===== src/rtl/seg_pkg.sv =====
// Shared definitions for the segment-display source arbiter.
//   SRC_N / SRC_W : number of sources and width of a source index
//   DATA_W        : width of one source word
//   state_e       : arbiter state (IDLE = nothing granted, SHOW = a source is granted)
//   ms_ticks()    : clock cycles per millisecond for a given clock frequency
package seg_pkg;

   localparam int unsigned SRC_N  = 4;
   localparam int unsigned SRC_W  = 2;
   localparam int unsigned DATA_W = 32;

   typedef enum logic [0:0] {
      IDLE,
      SHOW
   } state_e;

   function automatic int unsigned ms_ticks(input int unsigned clk_freq);
      return clk_freq / 1000;
   endfunction

endpackage


===== src/rtl/ms_tick_gen.sv =====
// Millisecond prescaler.
//   clk   : clock
//   rst_n : asynchronous active-low reset
//   clear : restart the millisecond period (counter back to 0)
//   tick  : high for one cycle every CLK_FREQ/1000 cycles
module ms_tick_gen
   import seg_pkg::*;
#(
   parameter int unsigned CLK_FREQ = 100_000_000
) (
   input  logic clk,
   input  logic rst_n,
   input  logic clear,
   output logic tick
);

   localparam int unsigned TICKS = ms_ticks(CLK_FREQ);
   localparam int unsigned CNT_W = (TICKS > 1) ? $clog2(TICKS) : 1;
   localparam logic [CNT_W-1:0] CNT_LAST = CNT_W'(TICKS - 1);

   logic [CNT_W-1:0] cnt_q, cnt_d;

   assign tick = (cnt_q == CNT_LAST);

   always_comb begin
      cnt_d = cnt_q + 1'b1;
      if (clear || tick) begin
         cnt_d = '0;
      end
   end

   always_ff @(posedge clk or negedge rst_n) begin
      if (!rst_n) begin
         cnt_q <= '0;
      end else begin
         cnt_q <= cnt_d;
      end
   end

endmodule


===== src/rtl/seg_source_arbiter.sv =====
// Picks one of four sources for a 32-bit segment display: round-robin with a minimum
// dwell time per source, optional pinning, and immediate re-grant when the shown
// source goes away.
//   clk, rst_n   : clock, asynchronous active-low reset
//   src_valid    : per-source display request
//   src_data     : source i word on bits [32*i+31:32*i]
//   pin_en/sel   : force display of source pin_sel while it is valid
//   disp_data    : registered word of the granted source (0 when blank)
//   disp_src     : granted source index (held while blank)
//   disp_blank   : nothing granted
//   switch_pulse : one-cycle pulse on every new grant
module seg_source_arbiter
   import seg_pkg::*;
#(
   parameter int unsigned CLK_FREQ = 100_000_000,
   parameter int unsigned DWELL_MS = 500
) (
   input  logic                    clk,
   input  logic                    rst_n,
   input  logic [SRC_N-1:0]        src_valid,
   input  logic [SRC_N*DATA_W-1:0] src_data,
   input  logic                    pin_en,
   input  logic [SRC_W-1:0]        pin_sel,
   output logic [DATA_W-1:0]       disp_data,
   output logic [SRC_W-1:0]        disp_src,
   output logic                    disp_blank,
   output logic                    switch_pulse
);

   localparam int unsigned DW_W = (DWELL_MS > 1) ? $clog2(DWELL_MS) : 1;
   localparam logic [DW_W-1:0] DWELL_LAST = DW_W'(DWELL_MS - 1);

   state_e            state_q, state_d;
   logic [SRC_W-1:0]  src_q, src_d;
   logic [DATA_W-1:0] data_q, data_d;
   logic              blank_q, blank_d;
   logic              pulse_q, pulse_d;
   logic [SRC_W-1:0]  last_q, last_d;
   logic [DW_W-1:0]   dwell_q, dwell_d;

   logic              tick;
   logic              grant;
   logic [SRC_W-1:0]  new_src;
   logic [SRC_W-1:0]  rr_idx;
   logic              any_valid, pin_ok, cur_valid, expire;
   logic [DATA_W-1:0] slice [SRC_N];

   ms_tick_gen #(
      .CLK_FREQ (CLK_FREQ)
   ) u_ms_tick_gen (
      .clk   (clk),
      .rst_n (rst_n),
      .clear (grant),
      .tick  (tick)
   );

   always_comb begin
      for (int unsigned i = 0; i < SRC_N; i++) begin
         slice[i] = src_data[i*DATA_W +: DATA_W];
      end
   end

   // Round-robin: first valid source after last_q; wraps to last_q itself on the 4th probe.
   always_comb begin
      rr_idx = last_q;
      for (int unsigned k = SRC_N; k >= 1; k--) begin
         if (src_valid[last_q + SRC_W'(k)]) begin
            rr_idx = last_q + SRC_W'(k);
         end
      end
   end

   assign any_valid = |src_valid;
   assign pin_ok    = pin_en && src_valid[pin_sel];
   assign cur_valid = src_valid[src_q];
   assign expire    = tick && (dwell_q == DWELL_LAST);

   always_comb begin
      state_d = state_q;
      src_d   = src_q;
      data_d  = data_q;
      blank_d = blank_q;
      pulse_d = 1'b0;
      last_d  = last_q;
      grant   = 1'b0;
      new_src = src_q;

      unique case (state_q)
         IDLE: begin
            if (any_valid) begin
               grant   = 1'b1;
               new_src = pin_ok ? pin_sel : rr_idx;
               pulse_d = 1'b1;
               state_d = SHOW;
            end
         end
         SHOW: begin
            if (pin_ok) begin
               if (pin_sel != src_q) begin
                  grant   = 1'b1;
                  new_src = pin_sel;
                  pulse_d = 1'b1;
               end else if (expire) begin
                  grant = 1'b1;  // pinned: restart dwell, no rotation
               end
            end else if (!cur_valid) begin
               // Drop takes precedence over a coinciding expiry.
               if (any_valid) begin
                  grant   = 1'b1;
                  new_src = rr_idx;
                  pulse_d = 1'b1;
               end else begin
                  state_d = IDLE;
               end
            end else if (expire) begin
               grant   = 1'b1;
               new_src = rr_idx;
               pulse_d = (rr_idx != src_q);
            end
         end
      endcase

      if (state_d == SHOW) begin
         src_d   = new_src;
         data_d  = slice[new_src];
         blank_d = 1'b0;
         if (grant) begin
            last_d = new_src;
         end
      end else begin
         data_d  = '0;
         blank_d = 1'b1;
      end
   end

   always_comb begin
      dwell_d = dwell_q;
      if (grant) begin
         dwell_d = '0;
      end else if (tick) begin
         dwell_d = (dwell_q == DWELL_LAST) ? '0 : dwell_q + 1'b1;
      end
   end

   always_ff @(posedge clk or negedge rst_n) begin
      if (!rst_n) begin
         state_q <= IDLE;
         src_q   <= '0;
         data_q  <= '0;
         blank_q <= 1'b1;
         pulse_q <= 1'b0;
         last_q  <= SRC_W'(SRC_N - 1);
         dwell_q <= '0;
      end else begin
         state_q <= state_d;
         src_q   <= src_d;
         data_q  <= data_d;
         blank_q <= blank_d;
         pulse_q <= pulse_d;
         last_q  <= last_d;
         dwell_q <= dwell_d;
      end
   end

   assign disp_data    = data_q;
   assign disp_src     = src_q;
   assign disp_blank   = blank_q;
   assign switch_pulse = pulse_q;

endmodule

===== config.mk =====
export PLATFORM = sky130hd
export DESIGN_NAME = seg_source_arbiter
export DESIGN_NICKNAME = d
export VERILOG_FILES = /design/src/rtl/seg_pkg.sv /design/src/rtl/ms_tick_gen.sv /design/src/rtl/seg_source_arbiter.sv
export SDC_FILE = /design/constraint.sdc
export NUM_CORES = 1
export LEC_CHECK = 0
export CORE_MARGIN = 3
export CORE_UTILIZATION = 38
export DETAILED_ROUTE_END_ITERATION = 16
export GPL_ROUTABILITY_DRIVEN = 0
export PLACE_DENSITY = 0.81
export SLEW_MARGIN = 15
export SYNTH_ARGS = -nofsm -noshare
export SYNTH_HDL_FRONTEND = slang
export SYNTH_HIERARCHICAL = 1
export SYNTH_SLANG_ARGS = --single-unit

===== constraint.sdc =====
create_clock -name clk -period 2.7 [get_ports clk]
set_input_delay 0.54 -clock clk [delete_from_list [all_inputs] [get_ports clk]]
set_output_delay 0.54 -clock clk [all_outputs]
set_load 0.02 [all_outputs]

==> flow_metrics.tcl <==
set metrics [dict create \
    grt_pass1_vias 3986 \
    synth_top_family_by_area "multiplexers" \
    ios 173 \
    yosysWarnings 6 \
    rsz0062_at_grt "true" \
    power_frac_clock 0.169 \
    grt.overflow.total 0 \
    post-route-worst-setup-slack_ns -0.417 \
    slew_headroom 0.613 \
    most-common-layout-cells "171 x clkdlybuf4s50_1, 64 x mux2i_1, 62 x dfrtp_1" \
    cp-end-kind "register" \
    die_x_um 105 \
    power_leakage_nw 2.67 \
    finalSetupViolCount 34 \
    synth_top_area_cell "dfrtp_1" \
    crit_fanout 16 \
    fillers 687 \
    final_nets 710 \
    max_freq_ghz 0.321 \
    vdd_drop_max_mv 0.512 \
    hp-class "primary input to asynchronous set/reset pin" \
    initialDrtViolationCount 179 \
    syn_area_mm2 0.00369 \
    synth_edf_count 0 \
    finalCriticalPeriod_ns 3.12 \
    port_buffers 172 \
    layout_commonest_cell "clkdlybuf4s50_1" \
    status "finished with violations" \
    avgSynthCellArea_um2 10.6 \
    max-cap-violations 0 \
    intPower_mw 3.81 \
    power.switching_mw 2.23 \
    postRouteAntennaNets 0 \
    power_density_mw_per_mm2 954 \
    path_clk_slew_ns 0.07 \
    first_pass_iters 4 \
    initial_utilization 0.396 \
    final_core_util 0.678 \
    wirelength_um 12200 \
    root_buffer "clkbuf_8" \
    row_count 35 \
    synth_area_leaders "dfrtp_1 42%, mux2i_1 18%, o22ai_1 5.6%" \
    numClockSinks 65 \
    drive_above_1_share 0.175 \
    reg2regPathDepth 11 \
    grt_max_degree 66 \
    muxShareOfSynthArea 0.204 \
    antenna_found_initial 0 \
    cp-start-kind "register" \
    setup_tns_ns -9.12 \
    cts_tree "built" \
    period_share 1.15 \
    reg2reg_from "u_ms_tick_gen/cnt_q[14]" \
    multiInputGateArea_mm2 0.00195 \
    synthCells 348 \
    seqPwrFrac 0.239 \
    switching_share 0.369 \
    yosys.area.top_type_share 0.420 \
    maxSlewViolCount 0 \
    combinationalPowerShare 0.592 \
    place_hpwl_um 8980 \
    grt_util_all_layers 0.218 \
    die_height_um 105 \
    path_class "register to register" \
    htreeDepth 3 \
    synth_top_flop_cell "dfrtp_1" \
    area_growth_syn_to_layout_pct 71.5 \
    synth-seq-cells 65 \
    fin_worst_skew_ns 0.0158 \
    arrival_ns 3.32 \
    seqCellArea_mm2 0.00163 \
    max_slew.worst_pin.slew_ns 0.574 \
    core_mm2 0.00933 \
    die-area_mm2 0.0109 \
    synthArstFlopShare 1.00 \
    synth_cell_types 50 \
    crit_required_ns 2.91 \
    cts_buffers 9 \
    synth_adder_area_share 0.00678 \
    drc 0 \
    regToRegSetupSlack_ns -0.42 \
    final_hold_viol_count 0 \
    drt-vias-per-instance 5.16 \
    yosys.area_share.simple 0.140 \
    wl_per_cell_um 17.3 \
    synth_nets 487 \
    clock_latency_ns 0.35 \
    vias 3636 \
    antennaDiodeCount 0 \
    rr_endpoint "disp_data[22]" \
    synth_compound_area_frac 0.106 \
    synth_seq_area_share 0.442 \
    grt_pass1_wl_um 19200 \
    cts_buffer_depth 2 \
    violations "setup timing" \
    synth-xor-area-share 0.0546 \
]
metrics by stage:
stage / setup slack, ns / instances / cell area [um^2] / hold WS (ns) / power, mW
floorplan: -0.247 / 348 / 3730 / 0.244 / 3.35
global placement: -0.296 / 679 / 5910 / 0.519 / 4.61
detailed placement: -0.313 / 679 / 5910 / 0.547 / 4.68
CTS: -0.327 / 702 / 6240 / 0.208 / 5.89
global route: -0.521 / 705 / 6330 / 0.222 / 6.33
finish: -0.417 / 705 / 6330 / 0.202 / 6.04
how the worst max path moves through the flow:
stage / from / to / slack, ns / depth (start not counted)
after global placement: src_valid[0] / disp_data[2] / -0.30 / 9
after detailed placement: u_ms_tick_gen/cnt_q[14] / disp_data[11] / -0.31 / 11
after floorplan: u_ms_tick_gen/cnt_q[14] / disp_data[10] / -0.25 / 10
after global routing: u_ms_tick_gen/cnt_q[13] / disp_data[22] / -0.52 / 11
final: u_ms_tick_gen/cnt_q[14] / disp_data[22] / -0.42 / 11
after CTS: u_ms_tick_gen/cnt_q[14] / disp_data[13] / -0.33 / 11
synth_stat cells, types with 2 or more instances:
master     number
nand2_1        13
nand4bb_1       2
buf_6           2
mux2_2          6
dfrtp_1        62
nor2b_1         2
or3_1           2
nor2_1         32
nand4b_1        3
xor2_1          8
nand3_1         8
nor3_1          6
a21oi_1         7
buf_2           3
nand2b_1        4
a211o_1         2
or4b_1          2
a21o_1          2
xnor2_1        15
o21ai_0         3
dfstp_2         3
mux2i_1        67
ha_1            2
inv_1           8
o22ai_1        33
buf_4          12
nand4_1         9
o2bb2ai_1       2
clkbuf_1        3
or4_1           3
nor4_1          3
routing by layer:
metal / GRT usage / up-vias / wire (um)
li1: - / 1728 / -
met1: 0.245 / 1738 / 4640
met2: 0.378 / 143 / 6330
met3: 0.0723 / 27 / 873
met4: 0.0921 / 0 / 328
met5: 0 / - / 0
power groups by stage:
stage | sequential (mW) | combinational [mW] | clock (mW)
final | 1.44 | 3.58 | 1.02
after global routing | 1.47 | 3.78 | 1.08
after CTS | 1.44 | 3.41 | 1.03
after detailed placement | 1.45 | 3.23 | 0
after global placement | 1.44 | 3.17 | 0
after floorplan | 1.75 | 1.60 | 0
logic make-up (layout without fill, tap and decap cells):
| kind of cell | count (synthesis) | in the layout |
|---|---|---|
| buf+inv | 29 | 257 |
| simple gates | 96 | 96 |
| flops | 65 | 65 |
| fa+ha+maj | 2 | 2 |
| xor+xnor | 23 | 23 |
| compound gates | 59 | 59 |
| mux | 74 | 74 |
flip-flops by register name, summed over array words and instances (netlist names):
name and flops:
disp_data 32, state_q 1, dwell_q 9, disp_blank 1
disp_src 2, switch_pulse 1, u_ms_tick_gen/cnt_q 17, last_q 2
critical path, cell delays in order, from the launching register on:
cell	delay, ns
dfrtp_1	0.38
or4b_1	0.53
nor4_2	0.21
buf_4	0.17
nand3_1	0.07
or4b_1	0.48
o2bb2ai_1	0.15
a22oi_2	0.20
buf_12	0.18
buf_12	0.18
mux2i_1	0.27
o22ai_1	0.16
final cells by class:
class,count,share of cell area
clock buffers,10,0.0202
inverters,9,0.00573
multi-input cells,254,0.307
flip-flops and latches,65,0.258
repair buffers,232,0.365
clock inverters,6,0.0182
well taps,129,0.0255
timing repair:
action	in CTS	in global routing
gates resized for setup	5	8
hold buffers	0	0
cloned	1	2
pin swaps	1	2
setup buffers	6	2
setup endpoints to repair	34	36
(Power assumes the default switching activity.)
